**src/rtl/multicycle_controller_if.sv**
```systemverilog
// Control bundle between the multicycle MIPS controller and its datapath.
// master: controller side (drives strobes); slave: datapath side (drives opcode).
interface multicycle_controller_if;
  logic [5:0]  opcode;
  logic        regsel;
  logic        regdst;
  logic        ALUSrcA;
  logic        memread;
  logic        memwrite;
  logic        regwrite;
  logic        memtoreg;
  logic        jal;
  logic        IorD;
  logic        IRWrite;
  logic        PCWrite;
  logic        PCWriteCond;
  logic [1:0]  PCSrc;
  logic [1:0]  ALUSrcB;
  logic [1:0]  ALUOp;
  logic [3:0]  state;
  logic        instr_done;
  logic [31:0] retired;

  modport master (
    input  opcode,
    output regsel, regdst, ALUSrcA, memread, memwrite, regwrite, memtoreg, jal, IorD,
    output IRWrite, PCWrite, PCWriteCond, PCSrc, ALUSrcB, ALUOp, state, instr_done, retired
  );

  modport slave (
    output opcode,
    input  regsel, regdst, ALUSrcA, memread, memwrite, regwrite, memtoreg, jal, IorD,
    input  IRWrite, PCWrite, PCWriteCond, PCSrc, ALUSrcB, ALUOp, state, instr_done, retired
  );
endinterface

```
**src/rtl/multicycle_controller.sv**
```systemverilog
// Moore FSM sequencing the multicycle MIPS datapath, with retired-instruction counter.
// Define CTRL_ILLEGAL_TRAP_EN to trap on unlisted opcodes instead of treating them as no-ops.
module multicycle_controller (
  input logic                     clk,
  input logic                     rst,
  multicycle_controller_if.master ctrl
);

  typedef enum logic [3:0] {
    StFetch  = 4'd0,
    StDecode = 4'd1,
    StMemAdr = 4'd2,
    StMemRd  = 4'd3,
    StMemWb  = 4'd4,
    StMemWr  = 4'd5,
    StExec   = 4'd6,
    StAluWb  = 4'd7,
    StBranch = 4'd8,
    StJump   = 4'd9,
    StJal    = 4'd10,
    StAddiEx = 4'd11,
    StAddiWb = 4'd12,
    StTrap   = 4'd13
  } state_e;

  localparam logic [5:0] OpRtype = 6'b000000;
  localparam logic [5:0] OpJ     = 6'b000010;
  localparam logic [5:0] OpJal   = 6'b000011;
  localparam logic [5:0] OpBeq   = 6'b000100;
  localparam logic [5:0] OpAddi  = 6'b001000;
  localparam logic [5:0] OpLw    = 6'b100011;
  localparam logic [5:0] OpSw    = 6'b101011;

  state_e      state_q, state_d;
  logic [31:0] retired_q, retired_d;
  logic        done_raw;

  always_ff @(posedge clk) begin
    if (!rst) begin
      state_q   <= StFetch;
      retired_q <= 32'd0;
    end else begin
      state_q   <= state_d;
      retired_q <= retired_d;
    end
  end

  always_comb begin
    state_d = state_q;
    case (state_q)
      StFetch:  state_d = StDecode;
      StDecode: begin
        case (ctrl.opcode)
          OpLw, OpSw: state_d = StMemAdr;
          OpRtype:    state_d = StExec;
          OpBeq:      state_d = StBranch;
          OpJ:        state_d = StJump;
          OpJal:      state_d = StJal;
          OpAddi:     state_d = StAddiEx;
`ifdef CTRL_ILLEGAL_TRAP_EN
          default:    state_d = StTrap;
`else
          default:    state_d = StFetch;
`endif
        endcase
      end
      StMemAdr: state_d = (ctrl.opcode == OpLw) ? StMemRd : StMemWr;
      StMemRd:  state_d = StMemWb;
      StExec:   state_d = StAluWb;
      StAddiEx: state_d = StAddiWb;
      StMemWb, StMemWr, StAluWb, StBranch, StJump, StJal, StAddiWb: state_d = StFetch;
`ifdef CTRL_ILLEGAL_TRAP_EN
      StTrap:   state_d = StTrap;
`endif
      default:  state_d = StFetch;
    endcase
    // The last state of every instruction is exactly the one that returns to fetch.
    done_raw  = (state_d == StFetch);
    retired_d = done_raw ? retired_q + 32'd1 : retired_q;
  end

  always_comb begin
    ctrl.regsel      = 1'b0;
    ctrl.regdst      = 1'b0;
    ctrl.ALUSrcA     = 1'b0;
    ctrl.memread     = 1'b0;
    ctrl.memwrite    = 1'b0;
    ctrl.regwrite    = 1'b0;
    ctrl.memtoreg    = 1'b0;
    ctrl.jal         = 1'b0;
    ctrl.IorD        = 1'b0;
    ctrl.IRWrite     = 1'b0;
    ctrl.PCWrite     = 1'b0;
    ctrl.PCWriteCond = 1'b0;
    ctrl.PCSrc       = 2'b00;
    ctrl.ALUSrcB     = 2'b00;
    ctrl.ALUOp       = 2'b00;
    ctrl.instr_done  = 1'b0;
    // Reset masks every strobe combinationally, before the first clock edge lands.
    if (rst) begin
      ctrl.instr_done = done_raw;
      unique case (state_q)
        StFetch: begin
          ctrl.memread = 1'b1;
          ctrl.IRWrite = 1'b1;
          ctrl.PCWrite = 1'b1;
          ctrl.ALUSrcB = 2'b01;
        end
        StDecode: ctrl.ALUSrcB = 2'b11;
        StMemAdr: begin
          ctrl.ALUSrcA = 1'b1;
          ctrl.ALUSrcB = 2'b10;
        end
        StMemRd: begin
          ctrl.memread = 1'b1;
          ctrl.IorD    = 1'b1;
        end
        StMemWb: begin
          ctrl.regwrite = 1'b1;
          ctrl.memtoreg = 1'b1;
        end
        StMemWr: begin
          ctrl.memwrite = 1'b1;
          ctrl.IorD     = 1'b1;
        end
        StExec: begin
          ctrl.ALUSrcA = 1'b1;
          ctrl.ALUOp   = 2'b10;
        end
        StAluWb: begin
          ctrl.regwrite = 1'b1;
          ctrl.regdst   = 1'b1;
        end
        StBranch: begin
          ctrl.ALUSrcA     = 1'b1;
          ctrl.ALUOp       = 2'b01;
          ctrl.PCWriteCond = 1'b1;
          ctrl.PCSrc       = 2'b10;
        end
        StJump: begin
          ctrl.PCWrite = 1'b1;
          ctrl.PCSrc   = 2'b01;
        end
        StJal: begin
          ctrl.PCWrite  = 1'b1;
          ctrl.PCSrc    = 2'b01;
          ctrl.regwrite = 1'b1;
          ctrl.regsel   = 1'b1;
          ctrl.jal      = 1'b1;
        end
        StAddiEx: begin
          ctrl.ALUSrcA = 1'b1;
          ctrl.ALUSrcB = 2'b10;
        end
        StAddiWb: ctrl.regwrite = 1'b1;
        default: ;
      endcase
    end
  end

  assign ctrl.state   = rst ? state_q : 4'd0;
  assign ctrl.retired = retired_q;

endmodule

```
**src/flat_wrapper.sv**
```systemverilog
// flat-port wrapper written by rule: the top's interface ports become plain ports
module multicycle_controller_flat 
  (clk, rst, ctrl_opcode, ctrl_regsel, ctrl_regdst, ctrl_ALUSrcA, ctrl_memread, ctrl_memwrite, ctrl_regwrite, ctrl_memtoreg, ctrl_jal, ctrl_IorD, ctrl_IRWrite, ctrl_PCWrite, ctrl_PCWriteCond, ctrl_PCSrc, ctrl_ALUSrcB, ctrl_ALUOp, ctrl_state, ctrl_instr_done, ctrl_retired);
  multicycle_controller_if ctrl_i ();
  input logic clk;
  input logic rst;
  input wire logic [$bits(ctrl_i.opcode)-1:0] ctrl_opcode;
  output wire logic [$bits(ctrl_i.regsel)-1:0] ctrl_regsel;
  output wire logic [$bits(ctrl_i.regdst)-1:0] ctrl_regdst;
  output wire logic [$bits(ctrl_i.ALUSrcA)-1:0] ctrl_ALUSrcA;
  output wire logic [$bits(ctrl_i.memread)-1:0] ctrl_memread;
  output wire logic [$bits(ctrl_i.memwrite)-1:0] ctrl_memwrite;
  output wire logic [$bits(ctrl_i.regwrite)-1:0] ctrl_regwrite;
  output wire logic [$bits(ctrl_i.memtoreg)-1:0] ctrl_memtoreg;
  output wire logic [$bits(ctrl_i.jal)-1:0] ctrl_jal;
  output wire logic [$bits(ctrl_i.IorD)-1:0] ctrl_IorD;
  output wire logic [$bits(ctrl_i.IRWrite)-1:0] ctrl_IRWrite;
  output wire logic [$bits(ctrl_i.PCWrite)-1:0] ctrl_PCWrite;
  output wire logic [$bits(ctrl_i.PCWriteCond)-1:0] ctrl_PCWriteCond;
  output wire logic [$bits(ctrl_i.PCSrc)-1:0] ctrl_PCSrc;
  output wire logic [$bits(ctrl_i.ALUSrcB)-1:0] ctrl_ALUSrcB;
  output wire logic [$bits(ctrl_i.ALUOp)-1:0] ctrl_ALUOp;
  output wire logic [$bits(ctrl_i.state)-1:0] ctrl_state;
  output wire logic [$bits(ctrl_i.instr_done)-1:0] ctrl_instr_done;
  output wire logic [$bits(ctrl_i.retired)-1:0] ctrl_retired;
  assign ctrl_i.opcode = ctrl_opcode;
  assign ctrl_regsel = ctrl_i.regsel;
  assign ctrl_regdst = ctrl_i.regdst;
  assign ctrl_ALUSrcA = ctrl_i.ALUSrcA;
  assign ctrl_memread = ctrl_i.memread;
  assign ctrl_memwrite = ctrl_i.memwrite;
  assign ctrl_regwrite = ctrl_i.regwrite;
  assign ctrl_memtoreg = ctrl_i.memtoreg;
  assign ctrl_jal = ctrl_i.jal;
  assign ctrl_IorD = ctrl_i.IorD;
  assign ctrl_IRWrite = ctrl_i.IRWrite;
  assign ctrl_PCWrite = ctrl_i.PCWrite;
  assign ctrl_PCWriteCond = ctrl_i.PCWriteCond;
  assign ctrl_PCSrc = ctrl_i.PCSrc;
  assign ctrl_ALUSrcB = ctrl_i.ALUSrcB;
  assign ctrl_ALUOp = ctrl_i.ALUOp;
  assign ctrl_state = ctrl_i.state;
  assign ctrl_instr_done = ctrl_i.instr_done;
  assign ctrl_retired = ctrl_i.retired;
  multicycle_controller u_core (.clk(clk), .rst(rst), .ctrl(ctrl_i));
endmodule
```
**config.mk**
```make
export PLATFORM = sky130hd
export DESIGN_NAME = multicycle_controller_flat
export DESIGN_NICKNAME = d
export VERILOG_FILES = /design/src/rtl/multicycle_controller_if.sv /design/src/rtl/multicycle_controller.sv /design/src/flat_wrapper.sv
export SDC_FILE = /design/constraint.sdc
export NUM_CORES = 1
export LEC_CHECK = 0
export CAP_MARGIN = 10
export CORE_ASPECT_RATIO = 1.1
export CORE_UTILIZATION = 47
export DETAILED_ROUTE_END_ITERATION = 7
export MAX_ROUTING_LAYER = met4
export PLACE_DENSITY = 0.81
export SLEW_MARGIN = 20
export SYNTH_ARGS = -nofsm -noshare
export SYNTH_HDL_FRONTEND = slang
export SYNTH_SLANG_ARGS = --single-unit
export TNS_END_PERCENT = 50
```
**constraint.sdc**
```tcl
create_clock -name clk -period 4.43 [get_ports clk]
set_clock_uncertainty 0.2 [all_clocks]
set_input_delay 1.329 -clock clk [delete_from_list [all_inputs] [get_ports clk]]
set_output_delay 1.329 -clock clk [all_outputs]
set_load 0.005 [all_outputs]
```
# Word-level counts from Yosys, hierarchy flattened
# Cells that the tools add are included.
# Widths: inputs -> output; s select.
# totals
output_inout_bits	55
ram_bits	0
latchBits	0
mem_bits_ro	0
mem_count	0
elab_cells	65
regBits	36
# classes
multipliers	0
eq_ne	18
reduce_logical	11
n_bitwise	0
n_shift	0
mux	33
n_addsub	1
order_cmp	0
n_div	0
# op_table
op	n
$pmux 4 s6	2
$add 32x1->32 const B	1
$mux 1	23
$eq 4x4->1 const B	5
$eq 4x3->1 const B	4
$eq 6x2->1 const B	2
$eq 6x6->1 const B	2
$reduce_or 2->1	5
$eq 4x2->1 const B	2
$logic_not 4->1	2
$pmux 2 s2	2
$reduce_or 4->1	2
$eq 6x3->1 const B	1
$eq 6x4->1 const B	1
$logic_not 6->1	1
$mux 2	3
$pmux 2 s3	1
$eq 4x1->1 const B	1
$mux 4	1
$mux 3	1
$reduce_or 3->1	1

# Logic depth before layout (Yosys ltp)
# Gate-level depths: netlist (run 1).
# logic_depth
ltp_word	6
depth_mapped	9
mapped_depth_nobuf	7

# Worst setup path before layout (run 1)
# No wires, ideal clock.
# synth_timing
path_type	in2out
from	input ctrl_opcode[4]
to	output ctrl_instr_done
path_slack_ps	346
n_path_buf	1
path_stages	6
arrival_ps	2555
path_cell_list	nor4b_2 -> nand2b_1 -> o32a_1 -> and4b_1 -> buf_2 -> and2_1
# synth_via
elab_chain_cells	6
# synth_rtl
item	line_no	rtl
start: declaration	flat_wrapper.sv:7	input wire logic [$bits(ctrl_i.opcode)-1:0] ctrl_opcode;
$eq 6x6->1, on equally long branches	multicycle_controller.sv:53, multicycle_controller.sv:67	
$reduce_or 2->1	multicycle_controller.sv:53	case (ctrl.opcode)
$pmux 4 s6	multicycle_controller.sv:53	
$pmux 4 s6 (*)	multicycle_controller.sv:50	case (state_q)
$logic_not 4->1 (*)	multicycle_controller.sv:78	done_raw = (state_d == StFetch);
$mux 1 (*)	multicycle_controller.sv:100	if (rst) begin
end: declaration	flat_wrapper.sv:24	output wire logic [$bits(ctrl_i.instr_done)-1:0] ctrl_instr_done;
# Mark *: on every way between the ends. The rest lies on a longest branch, timed or not.

# Final worst setup path (run 1)
# layout_timing
from	input ctrl_opcode[3]
to	output ctrl_instr_done
# Same word-level chain as after synthesis.

==> metrics.csv, run 1 <==
stage;metric;value;unit
run_status;outcome;finished clean;
setup_path;critPathArrivalTime;2.90;ns
global_routing;grt_first_pass_wirelength;9.032;mm
power;switching_share;24.04;%
global_routing;grt_max_degree;25;
cts;clkLatencyLatePin;0.29;ns
setup_path;cpPeakStageDelay;0.35;ns
timing;setup_viol;0;
routing;drt-pass1-iter-count;4;
floorplanning;die_area;0.004777;mm^2
cts;h-tree-depth;2;
cells_and_area;layout-drive-gt1-share;12.76;%
routing;drt_wl_total;5.443;mm
power;p_sw;0.0001548;W
global_routing;overflow;0;
synth;synth_nets;275;
timing;period_minus_slack;4.430;ns
synth;syn-instance-count;266;
timing;slew_headroom;63.76;%
setup_path;crit_path_frequent_cell;dlygate4sd2_1;
synth;yosys.cell_count.top_type;dfxtp_1;
synth;avgSynthCellArea;7.959;um^2
synth;yosysTopAreaCell;dfxtp_1;
cts;cts_root_buf;clkbuf_8;
setup_path;criticalPathCategory;primary input to output port;
routing;drc;0;
placement;place_area;0.002839;mm^2
routing;drt_iter0_markers;128;
routing;detail-route-antenna-nets;0;
synth;synth_area;0.002117;mm^2
hold_path;whs_path_depth;2;
setup_path;crit_family;buffers and inverters;
setup_path;end_kind;output port;
timing;finalHoldViolCount;0;
setup_path;r2r_end;u_core.ctrl.retired[19];
cells_and_area;design_area;0.002978;mm^2
routing;routedWlPerCell;13.92;um
synth;synthArstFlopShare;0;%
floorplanning;boundaryPins;63;
power;clockPowerShare;37.1;%
power;p_per_area;216.2;mW/mm^2
setup_path;worstPathRequired;2.90;ns
job;drv_cap;0;
setup_path;ff2ff_setup_slack;1.73;ns
power;internal_power;0.0004891;W
synth;synth_commonest_cells;dfxtp_1, a21oi_1, nand2_1, nand2b_1, nor2_1;
global_routing;grtUsageTotal;24.82;%
synth;ys_seq_area_share;34.04;%
cts;clkTransAtPathRegs;0.07;ns
floorplanning;die_w;65.99;um
global_routing;first_global_vias;1984;
synth;ys_top_cells_by_area;dfxtp_1, a21oi_1, nand2b_1;
placement;hpwlAfterDp;3.827;mm
placement;gp_congestion;0.9483;
synth;ys_ff_latch;36;
timing;period_share;100.0;%
cells_and_area;area_growth;40.66;%
cts;cts_hold_buffers;0;
setup_path;timing.rr.start;u_core.state_q[0];
synth;synth_ff_type;dfxtp_1;
power;combinationalPowerShare;11.1;%
timing;maxSlewViolCount;0;
timing;rsz0062_at_grt;true;
global_routing;antenna_found_initial;0;
routing;vias_per_cell;5.760;
setup_path;cpMaxStageDelayCell;o32a_1;
setup_path;cp-start-kind;primary input;
hold_path;worstHoldStart;u_core.ctrl.retired[31];
placement;port_buffers;62;
cells_and_area;antennaDiodeCount;0;
floorplanning;rows;25;
timing;worst_pin_slew;0.5429;ns
floorplanning;die_h;72.39;um
timing;final.setup.worst_slack;0.00005151;ns
cts;cts.sinks;36;
power;seqPwrFrac;51.8;%
setup_path;cp.buffers_inverters;3;
power;ir_worst_vdd;0.1823;mV
synth;ys_types;51;
placement;pre_cts_slack;-0.4934;ns
hold_path;hold_class;register to register;
timing;fmax;0.2257;GHz
floorplanning;coreArea;0.004317;mm^2
setup_path;critPathMaxFanout;4;
floorplanning;initial_utilization;49.04;%
hold_path;min_to;u_core.ctrl.retired[31];
routing;vias;2252;
cts;clock_path_buffers;2;
setup_path;rr_worst_depth;8;
cells_and_area;fin_nets;345;
synth;yosysTopAreaCellShare;34.04;%
cts;tritoncts;done;
synth;yosysWarnings;0;
power;leakage;1.115;nW
synth;synth_edf_count;0;
cts;cts_buffers;5;
setup_path;path_cells;dlygate4sd2_1, buf_4, nand2b_1, a31oi_1, o32a_1, and4b_1, and2_1, dlygate4sd2_1;
cells_and_area;nFillCells;358;
==> tightest hold or removal path, stage by stage, from the launching register on <==
cell and delay [ns]:
dfxtp_1 0.33, o31ai_1 0.06, a21oi_1 0.06
==> through the flow <==
| stage | total power, W | utilization, % | instances | hold WS [ns] | TNS, ns |
|---|---|---|---|---|---|
| 2_1_floorplan | 0.0003723 | - | 266 | 0.2698 | 0 |
| 3_3_place_gp | 0.0004087 | 65.77 | 381 | 0.2662 | -0.5313 |
| 3_5_place_dp | 0.0004107 | 65.77 | 381 | 0.2829 | -0.5398 |
| 4_1_cts | 0.0006466 | 68.32 | 391 | 0.2947 | -0.01072 |
| 5_1_grt | 0.0006711 | 68.99 | 391 | 0.3092 | -0.06352 |
| 6_report | 0.0006439 | 68.99 | 391 | 0.2941 | 0 |
==> layout make-up <==
type / count / area (um^2) / share of cell area [%]
Clock buffer: 6 / 82.58 / 2.773
Clock inverter: 2 / 10.01 / 0.3361
Multi-Input combinational cell: 204 / 1301 / 43.70
Inverter: 8 / 30.03 / 1.008
Sequential cell: 36 / 720.7 / 24.20
Tap cell: 54 / 67.56 / 2.269
Timing Repair Buffer: 81 / 765.7 / 25.71
==> what timing repair did <==
action                     4_1_cts  5_1_grt
gates resized for setup         14        7
setup endpoints to repair        4        8
pin swaps                        4        1
setup buffers                    2        0
==> power by group through the flow <==
stage / logic, W / registers [W] / clock network (W)
2_1_floorplan: 0.0000346 / 0.000338 / 0
3_3_place_gp: 0.0000683 / 0.000340 / 0
3_5_place_dp: 0.0000700 / 0.000341 / 0
4_1_cts: 0.0000702 / 0.000333 / 0.000243
5_1_grt: 0.0000779 / 0.000334 / 0.000259
6_report: 0.0000716 / 0.000333 / 0.000239
==> flip-flops by register name, summed over array words and instances, names as in the netlist <==
register,flops
u_core.state_q,4
u_core.ctrl.retired,32
==> cell families after synthesis <==
| kind of cell | count (synthesis) | synth area share [%] |
|---|---|---|
| adder cells (fa/ha/maj) | 1 | 0.5909 |
| XOR/XNOR | 5 | 2.069 |
| buffers and inverters | 26 | 5.851 |
| multiplexers | 7 | 3.310 |
| AO/OA/AOI/OAI | 61 | 17.55 |
| AND/OR/NAND/NOR | 130 | 36.58 |
| flip-flops | 36 | 34.04 |
==> per-layer routing <==
metal / vias to the layer above / part of all wire, % / wire (um) / global-route usage, %
li1: 1110 / - / - / -
met1: 1056 / 45 / 2434 / 30.54
met2: 75 / 47 / 2584 / 40.14
met3: 11 / 5.8 / 313 / 4.245
met4: 0 / 2.0 / 110 / 9.929
met5: - / 0 / 0 / -
==> layout by cell type, fill, tap and decap left out, drive strengths merged, types with 2 or more instances in the layout <==
cell / netlist / layout
a211oi: 3 / 3
a21oi: 24 / 24
a31oi: 3 / 3
and2: 7 / 7
and3: 4 / 4
and4: 5 / 5
buf: 12 / 19
clkbuf: 6 / 6
clkdlybuf4s50: 0 / 50
clkinv: 0 / 2
dfxtp: 36 / 36
dlygate4sd2: 0 / 8
dlymetal6s2s: 0 / 3
inv: 8 / 8
mux2i: 7 / 7
nand2: 21 / 21
nand2b: 15 / 15
nand3: 11 / 11
nand4: 8 / 8
nor2: 15 / 15
nor2b: 3 / 3
nor3: 9 / 9
o21ai: 14 / 14
o31ai: 6 / 6
o32a: 2 / 2
o41ai: 2 / 2
or2: 2 / 2
or3: 15 / 15
or3b: 2 / 2
or4: 7 / 7
xnor2: 3 / 3
xor2: 2 / 2
==> worst max path at each step <==
stage | slack, ns | startpoint | depth (start not counted) | end
2_1_floorplan | 0.35 | ctrl_opcode[4] | 6 | ctrl_instr_done
3_3_place_gp | -0.47 | ctrl_opcode[2] | 7 | ctrl_instr_done
3_5_place_dp | -0.49 | ctrl_opcode[3] | 7 | ctrl_instr_done
4_1_cts | -0.01 | ctrl_opcode[3] | 8 | ctrl_instr_done
5_1_grt | -0.06 | ctrl_opcode[3] | 8 | ctrl_instr_done
6_report | 0.00005 | ctrl_opcode[3] | 8 | ctrl_instr_done
No activity file was read; power rests on OpenSTA's default activity.
==> inputs of run 2 (changes only) <==
--- a/config.mk
+++ b/config.mk
@@ -9,8 +9,10 @@
 export CORE_ASPECT_RATIO = 1.1
 export CORE_UTILIZATION = 47
 export DETAILED_ROUTE_END_ITERATION = 7
+export GPL_ROUTABILITY_DRIVEN = 0
 export MAX_ROUTING_LAYER = met4
 export PLACE_DENSITY = 0.81
+export SETUP_SLACK_MARGIN = 0.2
 export SLEW_MARGIN = 20
 export SYNTH_ARGS = -nofsm -noshare
 export SYNTH_HDL_FRONTEND = slang
==> constraint.sdc (replaced) <==
create_clock -name clk -period 4.43 [get_ports clk]
set_clock_uncertainty 0.2 [all_clocks]
set_input_delay 0.886 -clock clk [delete_from_list [all_inputs] [get_ports clk]]
set_output_delay 0.886 -clock clk [all_outputs]
set_load 0.005 [all_outputs]
==> run 2 against run 1 <==
  * Sequential share of layout area rose by 1.3 points
  * Sequential power hardly changed
  * Largest cell class unchanged
  * Via count is 4.1% lower
  * Flip-flop and latch count unchanged
  * Wire length shrank 7.9%
  * Maximum frequency grew 8.4%
  * Register-to-register slack got worse by 0.13 ns
  * Worst setup slack improved by 0.34 ns
==> metrics.csv, run 2 (synthesis gave the netlist of run 1 again) <==
stage;metric;value;unit;change
run_status;outcome;finished clean;;
cts;tritoncts;done;;
routing;drt_wl_total;5.013;mm;-7.9%
power;p_per_area;223.5;mW/mm^2;+3.3%
timing;period_share;92.22;%;-7.8 points
cells_and_area;fin_nets;330;;-4.3%
setup_path;rr_worst_depth;6;;-2
placement;pre_cts_slack;0.3433;ns;+0.8367 ns
global_routing;grt_use_met2;36.39;%;-3.7 points
routing;routedWlPerCell;13.33;um;-4.2%
floorplanning;initial_utilization;49.04;%;unchanged
cts;cts.sinks;36;;unchanged
routing;drt-pass1-iter-count;4;;unchanged
floorplanning;die_area;0.004777;mm^2;unchanged
setup_path;timing.rr.start;u_core.state_q[2];;
job;drv_cap;0;;unchanged
cells_and_area;area_growth;33.75;%;
floorplanning;die_w;65.99;um;unchanged
global_routing;grt_max_degree;25;;unchanged
floorplanning;rows;25;;unchanged
setup_path;ff2ff_setup_slack;1.60;ns;-0.13 ns
timing;fin_hold_ws;0.2926;ns;-0.001517 ns
cts;cts_hold_buffers;0;;unchanged
global_routing;grtUsageTotal;22.31;%;-2.5 points
power;leakage;0.9575;nW;-14%
timing;setup_tns;0;ns;unchanged
global_routing;first_global_vias;1822;;-8.2%
cells_and_area;layout_commonest_cell;clkdlybuf4s50_1;;
timing;fmax;0.2448;GHz;+8.4%
cts;clkLatencyLatePin;0.28;ns;about the same
power;ir_worst_vdd;0.1778;mV;-2.5%
setup_path;critPathMaxFanout;5;;+1
placement;hpwlAfterDp;3.535;mm;-7.6%
cts;h-tree-depth;2;;unchanged
timing;period_minus_slack;4.085;ns;-0.3445 ns
cells_and_area;largest_register_ffs;32;;unchanged
setup_path;r2r_end;u_core.ctrl.retired[29];;
setup_path;endpoint;ctrl_instr_done;;
global_routing;busiest_layer;met2;;
setup_path;startpoint;ctrl_opcode[3];;
cells_and_area;finish.utilization;65.59;%;-3.4 points
cells_and_area;layout_common_cells;clkdlybuf4s50_1, dfxtp_1, a21oi_1;;
global_routing;grt_use_met3;4.717;%;+0.47 points
cts;postCtsSetupBuffers;0;;-2
cells_and_area;antennaDiodeCount;0;;unchanged
floorplanning;die_h;72.39;um;unchanged
cts;clock_path_buffers;2;;unchanged
cts;cts_buffers;5;;unchanged
cells_and_area;layout-drive-gt1-share;6.522;%;-6.2 points
cts;clkTransAtPathRegs;0.07;ns;about the same
global_routing;grt_first_pass_wirelength;8.183;mm;-9.4%
cts;cts_root_buf;clkbuf_8;;
routing;vias;2159;;-4.1%
routing;detail-route-antenna-nets;0;;unchanged
hold_path;hold_class;register to register;;
timing;final.setup.worst_slack;0.3445;ns;+0.3445 ns
timing;worst_pin_slew;0.5972;ns;+0.05426 ns
global_routing;overflow;0;;unchanged
global_routing;met1_usage;27.19;%;-3.4 points
timing;finalHoldViolCount;0;;unchanged
timing;rsz0062_at_grt;false;;
routing;drc;0;;unchanged
setup_path;critPathArrivalTime;3.00;ns;+0.10 ns
power;power.total;0.0006328;W;-1.7%
placement;port_buffers;62;;unchanged
timing;setup_viol;0;;unchanged
routing;drt_iter0_markers;136;;+6.3%
timing;slew_headroom;60.13;%;-3.6 points
cts;cts_resized;0;;-14
floorplanning;boundaryPins;63;;unchanged
setup_path;cp-start-kind;primary input;;
setup_path;worstPathRequired;3.34;ns;+0.44 ns
routing;vias_per_cell;5.742;;-0.31%
setup_path;end_kind;output port;;
global_routing;antenna_found_initial;0;;unchanged
setup_path;criticalPathCategory;primary input to output port;;
timing;maxSlewViolCount;0;;unchanged
floorplanning;coreArea;0.004317;mm^2;unchanged
## run 2: cell count changes in the layout (fill, tap and decap cells not counted), moves of 2 or more
cell / previous run / this run
clkdlybuf4s50_1: 50 / 62
clkbuf_1: 0 / 2
clkinv_2: 2 / 0
dlymetal6s2s_1: 3 / 0
buf_4: 18 / 4
dlygate4sd2_1: 8 / 0
## run 2: area by class of cell
class,count,area (um^2)
inverter,8,30.03
tap,54,67.56
fill,378,1485
multi-input combinational,204,1272
timing repair buffer,66,650.6
clock buffer,8,90.09
sequential,36,720.7
## run 2: worst max-delay path, cell delays in order
cell and delay, ns:
clkdlybuf4s50_1 0.49, xor2_1 0.18, a22o_1 0.19, a31oi_1 0.33, and4b_1 0.29, and2_1 0.13
clkdlybuf4s50_1 0.50
## run 2: report_power, final
part           switching (W)  leakage [nW]  internal [W]
registers         0.00000705         0.290      0.000327
clock network       0.000110        0.0455      0.000127
logic              0.0000284         0.622     0.0000333
## run 2: routing by layer
metal	share of wire, %	vias up
li1	-	1079
met1	46	1001
met2	46	73
met3	6.4	6
met4	1.3	0
met5	0	-
## run 2: worst min path at each step
stage                     slack, ns                 endpoint               startpoint  depth (start not counted)
final                          0.29   u_core.ctrl.retired[6]   u_core.ctrl.retired[6]                          2
after global routing           0.32  u_core.ctrl.retired[31]  u_core.ctrl.retired[31]                          2
after CTS                      0.30   u_core.ctrl.retired[6]   u_core.ctrl.retired[6]                          2
after detailed placement       0.29   u_core.ctrl.retired[6]   u_core.ctrl.retired[6]                          2
after global placement         0.27   u_core.ctrl.retired[6]   u_core.ctrl.retired[6]                          2
after floorplan                0.27  u_core.ctrl.retired[31]  u_core.ctrl.retired[31]                          2
## run 2: metrics by stage
stage / instances / cell area [um^2]
finish: 376 / 2831
global route: 376 / 2831
CTS: 376 / 2831
detailed placement: 368 / 2741
global placement: 368 / 2741
floorplan: 266 / 2117
==> inputs of run 3 (changes only) <==
--- a/config.mk
+++ b/config.mk
@@ -8,10 +8,10 @@
 export CAP_MARGIN = 10
 export CORE_ASPECT_RATIO = 1.1
 export CORE_UTILIZATION = 47
+export CTS_CLUSTER_SIZE = 12
 export DETAILED_ROUTE_END_ITERATION = 7
 export GPL_ROUTABILITY_DRIVEN = 0
-export MAX_ROUTING_LAYER = met4
-export PLACE_DENSITY = 0.81
+export PLACE_DENSITY_LB_ADDON = 0.1
 export SETUP_SLACK_MARGIN = 0.2
 export SLEW_MARGIN = 20
 export SYNTH_ARGS = -nofsm -noshare
==> run 3 against run 2 <==
  * Non-clock buffer count unchanged
  * Combinational power increased by 1%
  * Flip-flop and latch count stayed put
  * Wire length rose by 0.14%
  * Critical path type unchanged
  * Largest cell class unchanged
  * Largest power group unchanged
==> metrics.csv, run 3 (synthesis gave the netlist of run 1 again) <==
stage;metric;value;unit;change
floorplanning;rows;25;;unchanged
setup_path;timing.rr.start;u_core.state_q[2];;
cells_and_area;area_growth;33.87;%;about the same
timing;slew_headroom;57.64;%;-2.5 points
cells_and_area;layout-drive-gt1-share;7.143;%;+0.62 points
power;ir_worst_vdd;0.2027;mV;+14%
cts;clock_path_buffers;2;;unchanged
cells_and_area;antennaDiodeCount;0;;unchanged
cells_and_area;largest_register_ffs;32;;unchanged
power;power.total;0.0006336;W;+0.13%
cells_and_area;layout_common_cells;clkdlybuf4s50_1, dfxtp_1, a21oi_1;;
hold_path;hold_class;register to register;;
floorplanning;boundaryPins;63;;unchanged
routing;routedWlPerCell;13.35;um;+0.14%
setup_path;critPathArrivalTime;3.04;ns;+0.04 ns
global_routing;antenna_found_initial;0;;unchanged
cts;postCtsSetupBuffers;0;;unchanged
cts;cts.sinks;36;;unchanged
cells_and_area;regArea;720.7;um^2;unchanged
cts;cts_resized;0;;unchanged
floorplanning;coreArea;0.004317;mm^2;unchanged
power;leakage;0.9630;nW;+0.57%
job;drv_cap;0;;unchanged
setup_path;critPathMaxFanout;5;;unchanged
cells_and_area;layout_commonest_cell;clkdlybuf4s50_1;;
global_routing;first_global_vias;1844;;+1.2%
routing;drt-pass1-iter-count;4;;unchanged
setup_path;worstPathRequired;3.34;ns;about the same
timing;period_share;93.21;%;+0.99 points
global_routing;grtUsageTotal;21.59;%;-0.72 points
cts;clkTransAtPathRegs;0.08;ns;about the same
global_routing;grt_max_degree;26;;+4.0%
timing;worst_pin_slew;0.6346;ns;+0.03736 ns
cts;cts_root_buf;clkbuf_8;;
timing;period_minus_slack;4.129;ns;+0.04393 ns
routing;drc;0;;unchanged
run_status;outcome;finished clean;;
timing;rsz0062_at_grt;false;;
routing;met1Wirelength;2.252;mm;-2.1%
routing;vias;2154;;-0.23%
global_routing;grt_first_pass_wirelength;8.245;mm;+0.76%
timing;finalHoldViolCount;0;;unchanged
routing;drt_wl_total;5.020;mm;+0.14%
setup_path;startpoint;ctrl_opcode[3];;
setup_path;end_kind;output port;;
cells_and_area;nFillCells;391;;+3.4%
timing;setup_viol;0;;unchanged
power;p_per_area;223.6;mW/mm^2;about the same
cts;cts_buffers;5;;unchanged
cts;cts_hold_buffers;0;;unchanged
cts;h-tree-depth;2;;unchanged
timing;maxSlewViolCount;0;;unchanged
floorplanning;die_w;65.99;um;unchanged
hold_path;worstHoldStart;u_core.ctrl.retired[28];;
global_routing;overflow;0;;unchanged
setup_path;criticalPathCategory;primary input to output port;;
cells_and_area;multi_input_area;0.001272;mm^2;unchanged
cts;clkLatencyLatePin;0.28;ns;about the same
timing;setup_tns;0;ns;unchanged
floorplanning;die_area;0.004777;mm^2;unchanged
routing;dr_wl_met3;269;um;-16%
setup_path;cp-start-kind;primary input;;
timing;fmax;0.2422;GHz;-1.1%
routing;drt_iter0_markers;113;;-17%
routing;dr_wl_met2;2.453;mm;+5.5%
routing;detail-route-antenna-nets;0;;unchanged
cells_and_area;fin_nets;330;;unchanged
cts;tritoncts;done;;
placement;port_buffers;62;;unchanged
floorplanning;die_h;72.39;um;unchanged
routing;vias_per_cell;5.729;;-0.23%
floorplanning;initial_utilization;49.04;%;unchanged
placement;hpwlAfterDp;3.519;mm;-0.46%
routing;routed.top_layer;met4;;
## run 3: cell types whose count changed in the layout (fill, tap and decap cells not counted)
cell	delta
clkinv_2	+2
clkbuf_1	-2
## run 3: final timing paths
check | slack [ns] | to | cells past startpoint
worst max register to register | 1.61 | u_core.ctrl.retired[27] | 6
worst min register to register | 0.30 | u_core.ctrl.retired[28] | 2
worst min-delay path | 0.30 | u_core.ctrl.retired[28] | 2
worst max-delay path | 0.30 | ctrl_instr_done | 7
## run 3: stage by stage
step / std cells / util (%) / setup WS, ns / cell area, um^2 / hold WS, ns
2_1_floorplan: 266 / - / 1.232 / 2117 / 0.2698
3_3_place_gp: 368 / 63.51 / 0.3498 / 2741 / 0.2685
3_5_place_dp: 368 / 63.51 / 0.2991 / 2741 / 0.2870
4_1_cts: 376 / 65.65 / 0.3005 / 2834 / 0.2975
5_1_grt: 376 / 65.65 / 0.2104 / 2834 / 0.3260
6_report: 376 / 65.65 / 0.3006 / 2834 / 0.2965
## run 3: cell type report
type,instances,area share [%]
clock buffers,6,2.914
inverters,8,1.060
flip-flops and latches,36,25.43
multi-input cells,204,44.90
well taps,54,2.384
repair buffers,66,22.96
clock inverters,2,0.3532
## run 3: worst max-delay path, stage by stage
cell and delay, ns:
clkdlybuf4s50_1 0.51, nor3_1 0.36, a31oi_1 0.19, a21o_1 0.19
and4b_1 0.27, and2_1 0.14, clkdlybuf4s50_1 0.50
## run 3: metal layers
metal  vias to the layer above  GRT usage [%]
met5                         -              0
met4                         0          4.965
met3                         4          4.245
met2                        69          35.83
met1                       997          28.75
li1                       1084              -
## run 3: where the power goes
group	switching, W	internal [W]	total (W)
logic	0.0000290	0.0000334	0.0000624
clock network	0.000114	0.000124	0.000238
registers	0.00000681	0.000327	0.000333
